### config.mk
export PLATFORM = sky130hd
export DESIGN_NAME = reg_bank_arbiter
export DESIGN_NICKNAME = d
export VERILOG_FILES = /design/src/rtl/reg_bank_arbiter.sv
export SDC_FILE = /design/constraint.sdc
export NUM_CORES = 1
export LEC_CHECK = 0
export ABC_AREA = 1
export ABC_CLOCK_PERIOD_IN_PS = 1600
export CORE_UTILIZATION = 43
export DETAILED_ROUTE_END_ITERATION = 10
export PLACE_DENSITY = 0.76
export SETUP_SLACK_MARGIN = 0.02
export SYNTH_ARGS = -nofsm -noshare
export SYNTH_HDL_FRONTEND = slang
export SYNTH_SLANG_ARGS = --single-unit
### constraint.sdc
create_clock -name clk -period 1.6 [get_ports clk]
set_clock_uncertainty 0.2 [all_clocks]
set_input_delay 0.24 -clock clk [delete_from_list [all_inputs] [get_ports clk]]
set_output_delay 0.24 -clock clk [all_outputs]
set_load 0.01 [all_outputs]
### src/rtl/reg_bank_arbiter.sv
// Round-robin shared 1-bit flag bank: one granted single-bit read/write per 2 cycles.
// Latency: req->gnt 1 cycle, write commit / rvalid 2 cycles; requesters wait on gnt (level req).
module reg_bank_arbiter #(
    parameter int NREQ  = 4,
    parameter int NREGS = 8,
    parameter int AW    = 3
) (
    input  logic                 clk,
    input  logic                 rst,
    input  logic [NREQ-1:0]      req,
    input  logic [NREQ-1:0]      we,
    input  logic [NREQ*AW-1:0]   addr,
    input  logic [NREQ-1:0]      wdata,
    output logic [NREQ-1:0]      gnt,
    output logic                 rdata,
    output logic                 rvalid,
    output logic                 busy,
    output logic [NREGS-1:0]     regs_q
);

    localparam int LW = (NREQ > 1) ? $clog2(NREQ) : 1;

    typedef enum logic [1:0] {IDLE, GRANT, RESP} state_t;

    state_t            state_q, state_d;
    logic [LW-1:0]     last_q, last_d;
    logic [NREQ-1:0]   gnt_q, gnt_d;
    logic              rdata_q, rdata_d;
    logic              rvalid_q, rvalid_d;
    logic [NREGS-1:0]  regs_d;

    logic              win_vld;
    logic [LW-1:0]     win_idx;
    logic              cur_we;
    logic              cur_wdata;
    logic [AW-1:0]     cur_addr;
    logic              addr_ok;

    // Search starts just after the previous winner so every requester is served in turn.
    always_comb begin
        win_vld = 1'b0;
        win_idx = last_q;
        for (int k = 1; k <= NREQ; k++) begin
            if (!win_vld && req[(int'(last_q) + k) % NREQ]) begin
                win_vld = 1'b1;
                win_idx = LW'((int'(last_q) + k) % NREQ);
            end
        end
    end

    // In GRANT, last_q is the index of the requester currently holding gnt.
    always_comb begin
        cur_we    = we[last_q];
        cur_wdata = wdata[last_q];
        cur_addr  = addr[int'(last_q)*AW +: AW];
        addr_ok   = (int'(cur_addr) < NREGS);
    end

    always_comb begin
        state_d  = state_q;
        last_d   = last_q;
        gnt_d    = '0;
        rdata_d  = rdata_q;
        rvalid_d = 1'b0;
        regs_d   = regs_q;
        case (state_q)
            IDLE, RESP: begin
                if (win_vld) begin
                    gnt_d[win_idx] = 1'b1;
                    last_d         = win_idx;
                    state_d        = GRANT;
                end else begin
                    state_d = IDLE;
                end
            end
            GRANT: begin
                if (cur_we) begin
                    if (addr_ok) begin
                        regs_d[cur_addr] = cur_wdata;
                    end
                end else begin
                    rdata_d  = addr_ok ? regs_q[cur_addr] : 1'b0;
                    rvalid_d = 1'b1;
                end
                state_d = RESP;
            end
            default: state_d = IDLE;
        endcase
    end

    always_ff @(posedge clk) begin
        if (rst) begin
            state_q  <= IDLE;
            last_q   <= LW'(NREQ - 1);
            gnt_q    <= '0;
            rdata_q  <= 1'b0;
            rvalid_q <= 1'b0;
            regs_q   <= '0;
        end else begin
            state_q  <= state_d;
            last_q   <= last_d;
            gnt_q    <= gnt_d;
            rdata_q  <= rdata_d;
            rvalid_q <= rvalid_d;
            regs_q   <= regs_d;
        end
    end

    assign gnt    = gnt_q;
    assign rdata  = rdata_q;
    assign rvalid = rvalid_q;
    assign busy   = (state_q != IDLE);

endmodule

# After elaboration in Yosys (flattened, before gate mapping)
# Cells that the tools add are included.
# Widths: inputs -> output; s select.
[classes] n_addsub=4 n_mul=1 n_div=0 order_cmp=9 n_eq_ne=2 shift=1 n_mux=34 n_bitwise=8 n_reduce_logical=20
[ops] op="$lt 3x4->1 const B" count=5
[ops] op="$mux 1" count=19
[ops] op="$bmux 1 s2" count=6
[ops] op="$reduce_or 2->1" count=6
[ops] op="$shiftx 12x5->3" count=1
[ops] op="$bwmux 8" count=1
[ops] op="$mux 2" count=4
[ops] op="$lt 2x3->1 const B" count=2
[ops] op="$reduce_and 2->1" count=3
[ops] op="$logic_and 1x1->1" count=5
[ops] op="$add 2x1->2 const B" count=2
[ops] op="$add 2x2->2 const B" count=2
[ops] op="$and 1x1->1 const A" count=4
[ops] op="$mul 2x2->4 const B" count=1
[ops] op="$not 1->1" count=4
[ops] op="$pmux 2 s2" count=1
[ops] op="$bmux 1 s3" count=1
[ops] op="$demux 1 s3" count=1
[ops] op="$ge 3x1->1 const B" count=1
[ops] op="$logic_not 1->1" count=3
[ops] op="$reduce_or 3->1" count=1
[ops] op="$demux 1 s2" count=1
[ops] op="$eq 2x1->1 const B" count=1
[ops] op="$eq 2x2->1 const B" count=1
[ops] op="other kinds (3)" count=3
[word_totals] regBits=18 latchBits=0 mem_bits_rw=0 romBits=0 input_bits=26 out_inout_bits=15 wordCells=85 n_memories=0

# Longest topological paths before layout
[logic_depth] ltp_word=20 mapped_depth=12 ltp_nobuf=11

# Worst setup path after synthesis
# OpenSTA, ideal clock, no wires.
[synth_timing] kind="register to register" startpoint="register last_q[0]" endpoint="register regs_q[3]" setup_time_ps=113 arrival_ps=1260 t_required_ps=1287 setup_slack_ps=27 stages_incl_launch_ff=12 path_buffers=2 period_less_slack_ps=1573 path_cell_list="dfxtp_1 > buf_6 > buf_12 > nand2_2 > nand2_2 > nand2_2 > nand2_4 > nand3_4 > nor2_2 > nand2_1 > nand2_1 > nor2_1"
[synth_via] elab_chain_len=7 word_cells_on_any_way=13 cone_classes="mul: 1; order compare: 2; shift: 1; mux: 7; reduce/logical: 2"
[synth_rtl] element="from (decl)" line="26" rtl="logic [LW-1:0] last_q, last_d;"
[synth_rtl] element="from (signal assigned)" line="94" rtl="last_q <= LW'(NREQ - 1);"
[synth_rtl] element="from (signal assigned)" line="101" rtl="last_q <= last_d;"
[synth_rtl] element="$mul 2x2->4" line="55" rtl="cur_addr = addr[int'(last_q)*AW +: AW];"
[synth_rtl] element="$shiftx 12x5->3" line="55"
[synth_rtl] element="$lt 3x4->1 (not written as such) or $ge 3x1->1 (tied branches)" line="79" rtl="regs_d[cur_addr] = cur_wdata;"
[synth_rtl] element="$logic_and 1x1->1 (not written as such)" line="79"
[synth_rtl] element="$mux 1 (not written as such)" line="79"
[synth_rtl] element="$demux 1 s3" line="79"
[synth_rtl] element="$bwmux 8" line="79"
[synth_rtl] element="to (signal assigned)" line="105" rtl="regs_q <= regs_d;"
[synth_rtl] element="to (decl)" line="18" rtl="output logic [NREGS-1:0] regs_q"
# Parallel ways exist; a longest one is shown, timed or not. The select of a mux whose other input is x is not followed.
# A chain may end at the register's enable or synchronous reset.

# Worst setup path after layout
[layout_timing] startpoint="register last_q[0]" endpoint="register regs_q[5]"
# Same word-level chain as after synthesis.

==> impl_metrics.ini <==
[timing]
fin_hold_ws_ns = 0.312
fmax_mhz = 596
finalCritPeriodShare_pct = 105
hold_viol_final = 0
setup_violations = 15
tightest_slew_ns = 0.226
tns_ns = -0.672
slew_violations = 0
slew_headroom_pct = 84.9
setup_ws_ns = -0.0770
finalCriticalPeriod_ns = 1.68
rsz0062_at_grt = true

[synth]
synth_top_area_cell = dfxtp_1
ys.flop_type = dfxtp_1
synth_cell_types = 28
ys_ff_latch = 18
avgSynthCellArea_um2 = 6.51
synthTopCellsByArea = dfxtp_1 (25%), nand2_1 (19%), nand3_1 (8.0%)
synth_nets = 246
synth_top_area_share_pct = 25.2
synth.most_common_cell = nand2_1
synthTopCellsByCount = nand2_1 (74), nor2_1 (26), nand3_1 (23)
synthCells = 220
async_flop_share_pct = 0
ys_seq_area_share_pct = 25.2
yosysWarningCount = 0
syn_area_mm2 = 0.00143
synth_edf_count = 0

[die]
die_x_um = 59.7
start_util_pct = 46.2
core_mm2 = 0.00310
rows = 20
die_area_mm2 = 0.00357
die_y_um = 59.7
ios = 41

[cts]
cts.htree.levels = 1
cts_hold_buf = 0
clkLatencyLatePin_ns = 0.29
clock_path_buffers = 2
cts_buffers = 3
path_clk_slew_ns = 0.11
cts_root_buf = clkbuf_4
cts_tree = built
cts.sinks = 18

[layout]
area_growth_pct = 56.4
finalNetCount = 313
drive_gt1_share_pct = 38.2
n_antenna_cell = 0
nFillCells = 258

[detailed_routing]
drcViolationCount = 0
wl_per_cell_um = 12.2
drt_iter0_markers = 84
route.vias.total = 1574
drt-total-wl_mm = 4.01
first_pass_iters = 4
via_per_inst = 4.78
antenna_left = 0

[run]
cap_violations = 0

[worst_setup_path]
path_max_fanout = 6
critPathKind = reg -> reg
arrival_ns = 1.68
cp-startpoint = last_q[0]
required_ns = 1.60
cp-start-kind = register
r2r_start = last_q[0]
worstSetupEndpointType = register

[placed_design]
dp_hpwl_mm = 2.60
gp_congestion = 0.816
portBuffers = 40

[global_routing]
grt_pass1_vias = 1479
grt_max_degree = 14
grt_pass1_wl_mm = 6.38
globalRoute.totalOverflow = 0
grt_usage_pct = 23.4
antenna_found_initial = 0

[pwr]
powerDensity_mw_per_mm2 = 1480
p_leak_nw = 1.10
ir_drop_v = 0.000887

[hold_path]
hold_path_startpoint = regs_q[1]
hold_class = reg -> reg

[run_status]
violations = setup timing
status = complete, but fails checks
-- cell usage in the layout (no fill, tap or decap), types with 2 or more instances in the layout --
| cell | synthesis | final |
|---|---|---|
| dfxtp_1 | 18 | 16 |
| nor2_2 | 4 | 2 |
| dlygate4sd2_1 | 0 | 13 |
| o21ai_2 | 0 | 2 |
| nand3_2 | 5 | 10 |
| nor3_2 | 0 | 2 |
| nand2_1 | 74 | 58 |
| nand2_2 | 16 | 23 |
| nor2_4 | 5 | 9 |
| inv_2 | 4 | 6 |
| buf_6 | 3 | 3 |
| buf_4 | 0 | 23 |
| nor2_1 | 26 | 24 |
| nand2_4 | 5 | 13 |
| inv_1 | 16 | 13 |
| buf_8 | 0 | 2 |
| clkbuf_4 | 0 | 3 |
| nand3_4 | 1 | 2 |
| a21oi_1 | 4 | 4 |
| nand3_1 | 23 | 17 |
| clkdlybuf4s50_1 | 0 | 25 |
-- path summary, 6_finish.rpt --
kind	endpoint	slack, ns	cells past startpoint
max	regs_q[5]	-0.08	11
min	regs_q[1]	0.31	2
max reg2reg	regs_q[5]	-0.08	11
min reg2reg	regs_q[1]	0.31	2
-- routing by layer --
layer,part of all wire [%],vias up,GRT usage [%]
met5,0,-,0
met4,1.6,0,8.31
met3,5.2,6,3.68
met2,49,52,40.5
met1,44,699,29.2
li1,-,817,-
-- critical path, cell delays in order, from the launching register on --
cell and delay, ns:
dfxtp_4 0.40, buf_8 0.14, buf_6 0.13, nand3_2 0.06, nand2_2 0.11, nor2_4 0.06
nor2_4 0.14, nand2_2 0.06, nor2_2 0.13, nand2_1 0.06, nand2_1 0.05, nor2_1 0.03
-- repair_timing --
action | in CTS | in global routing
endpoints found under the setup margin | 30 | 19
gates cloned | 0 | 0
buffers inserted | 8 | 0
resized for setup | 65 | 14
pin swaps | 16 | 8
-- through the flow --
stage / util, % / power [mW] / worst slack [ns] / cell area [µm²] / instances
3_3_place_gp: 63.4 / 2.58 / -0.242 / 1970 / 318
3_5_place_dp: 63.4 / 2.60 / -0.290 / 1970 / 318
6_report: 72.2 / 3.33 / -0.0770 / 2240 / 329
5_1_grt: 72.2 / 3.57 / -0.183 / 2240 / 329
4_1_cts: 71.1 / 3.20 / -0.0458 / 2210 / 329
2_1_floorplan: - / 2.03 / 0.0273 / 1430 / 220
-- cell families (layout without fill, tap and decap cells) --
logic type,count (synthesis),in the layout,synth area share [%]
buf+inv,26,91,10.2
simple gates,167,167,60.9
flops,18,18,25.2
compound gates,9,9,3.76
-- where the power goes --
part / switching (mW) / internal [mW] / leakage (nW) / total [mW]
Clock: 0.138 / 0.0875 / 0.0138 / 0.226
Combinational: 1.46 / 1.03 / 0.935 / 2.49
Sequential: 0.0602 / 0.553 / 0.147 / 0.614
Total: 1.66 / 1.67 / 1.10 / 3.33
-- cell type report --
class                      instances  area, µm²  area share, %
clock buffer                       3       22.5           1.01
inverter                          20       80.1           3.57
multi-input combinational        176       1100           49.1
sequential                        18        365           16.3
tap                               44       55.1           2.46
timing repair buffer              68        618           27.6
-- flip-flops by register name, indices dropped and copies added (netlist names) --
signal	count
rvalid	1
rdata	1
last_q	2
state_q	2
gnt	4
regs_q	8
Note: power is estimated with default switching activity, not from simulation.
==> edit, RTL diff (config.mk and constraints unchanged) <==
The parameter `NREGS` goes from 8 to 16.
--- a/src/rtl/reg_bank_arbiter.sv
+++ b/src/rtl/reg_bank_arbiter.sv
@@ -2,7 +2,7 @@
 // Latency: req->gnt 1 cycle, write commit / rvalid 2 cycles; requesters wait on gnt (level req).
 module reg_bank_arbiter #(
     parameter int NREQ  = 4,
-    parameter int NREGS = 8,
+    parameter int NREGS = 16,
     parameter int AW    = 3
 ) (
     input  logic                 clk,
Ports: changed (resized regs_q); port bits go from 41 to 49. No check against the original RTL was run, so the function may have changed too.
==> edit against the original RTL <==
The run still ends with setup timing left; design area fell by 2.2%; die area down 0.75%; non-clock buffer count unchanged; count of clock-buffer cells in the layout is 1 higher; sequential cell count unchanged; total power fell by 5.5%; setup slack worse by 78 ps; critical path type unchanged; synthesized cell count is 7.7% higher; maximum frequency decreased by 4.5%; routed wire length is 11% lower; highest routed layer is now met3; area after synthesis shrank 0.79%.
==> edit: results (changes against the original RTL) <==
status - finished with violations
violated checks - setup timing
final WL - 3568 µm (-11%)
vias per cell - 4.592 (-4.0%)
sequential share of the synthesized area - 25.35% (+0.20 points)
non-clk buf share - 27.74% (+0.16 points)
met3 WL - 163 µm (-22%)
largest register by flop count - regs_q
Finished Cell Area - 2192 µm² (-2.2%)
Synth area leaders - dfxtp_1, nand2_1, nor2_1
Max IR drop VDD - 0.8989 mV (+1.3%)
HP Class - in -> reg
area of the multi-input gates - 1045 µm² (-5.0%)
setup_tns - -1675 ps (-1002 ps)
Hold Path End - state_q[1]
synth unique cells - 25 (-11%)
grt met1 use - 27.62% (-1.5 points)
met2 usage - 34.51% (-6.0 points)
top layer used by detailed routing - met3
fraction of area in registers - 16.78% (+0.48 points)
Clock buffer cells - 4 (+1)
NumNets Final - 329 (+5.1%)
largest fanout on the critical path - 8 (+2)
hold_ws - 290.1 ps (-21.76 ps)
Worst setup endpoint - regs_q[6]
P_leak - 1.103 nW (+0.68%)
GRT Total Usage - 20.43% (-3.0 points)
final-layout clock-cell area share - 1.655% (+0.65 points)
Reg-to-Reg End - regs_q[6]
global-route wire length before repair - 5644 µm (-11%)
DR iter-0 viols - 104 (+24%)
Synth Cell Area - 1421 µm² (-0.79%)
top post-synthesis cells by count - nand2_1, nor2_1, nand3_1
count of final setup violators - 15 (unchanged)
pre-CTS setup slack - -333.9 ps (-43.84 ps)
switching fraction of total power - 47.51% (-2.4 points)
Initial DRT Pass Iterations - 4 (unchanged)
M3 GR Usage - 4.148% (+0.47 points)
total CTS buffers - 3 (unchanged)
number of global-route vias before repair - 1,364 (-7.8%)
area of placed instances - 1971 µm² (+0.19%)
comb_multi_in - 192 (+9.1%)
Hold Crit Start - rst
Final Non-Filler Cells - 346 (+5.2%)
Post-Route M1 WL - 1645 µm (-7.3%)
DPL Wire Length - 2530 µm (-2.9%)
Worst EP arrival - 1750 ps (+70 ps)
DR WL met2 - 1760 µm (-10%)
share of layout cells above drive strength 1 - 31.46% (-6.8 points)
CP peak stage delay - 380 ps (-20 ps)
Synth Instances - 237 (+7.7%)
Fillers - 278 (+7.8%)
post-route setup slack - -155.4 ps (-78.45 ps)
Final GP Congestion - 0.9019 (+11%)
[edit: cell types whose count changed in the layout (fill, tap and decap cells not counted), moves of 4 or more]
cell	before	now
nor2_4	9	5
nand2_1	58	75
conb_1	0	8
nand3_2	10	5
nand2_4	13	8
nor2_2	2	6
[edit: cells by family (layout without fill, tap and decap cells)]
family	after synthesis	in the layout	synth area share, %
AOI/OAI and AO/OA	9	9	4.225
buffers and inverters	34	92	13.20
DFF	18	18	25.35
other	1	8	0.2638
and+or+nand+nor	175	175	56.95
[edit: power groups by stage]
stage          sequential, W  clock [W]  combinational, W
5_1_grt             0.000632   0.000308           0.00247
6_report            0.000622   0.000275           0.00225
3_3_place_gp        0.000614          0           0.00190
4_1_cts             0.000617   0.000284           0.00206
2_1_floorplan       0.000633          0           0.00125
3_5_place_dp        0.000613          0           0.00190
[edit: what timing repair did]
action,4_1_cts,5_1_grt
buffers inserted,2,4
setup endpoints to repair,31,18
pin swaps,8,19
hold endpoints to repair,0,0
resized for setup,45,22
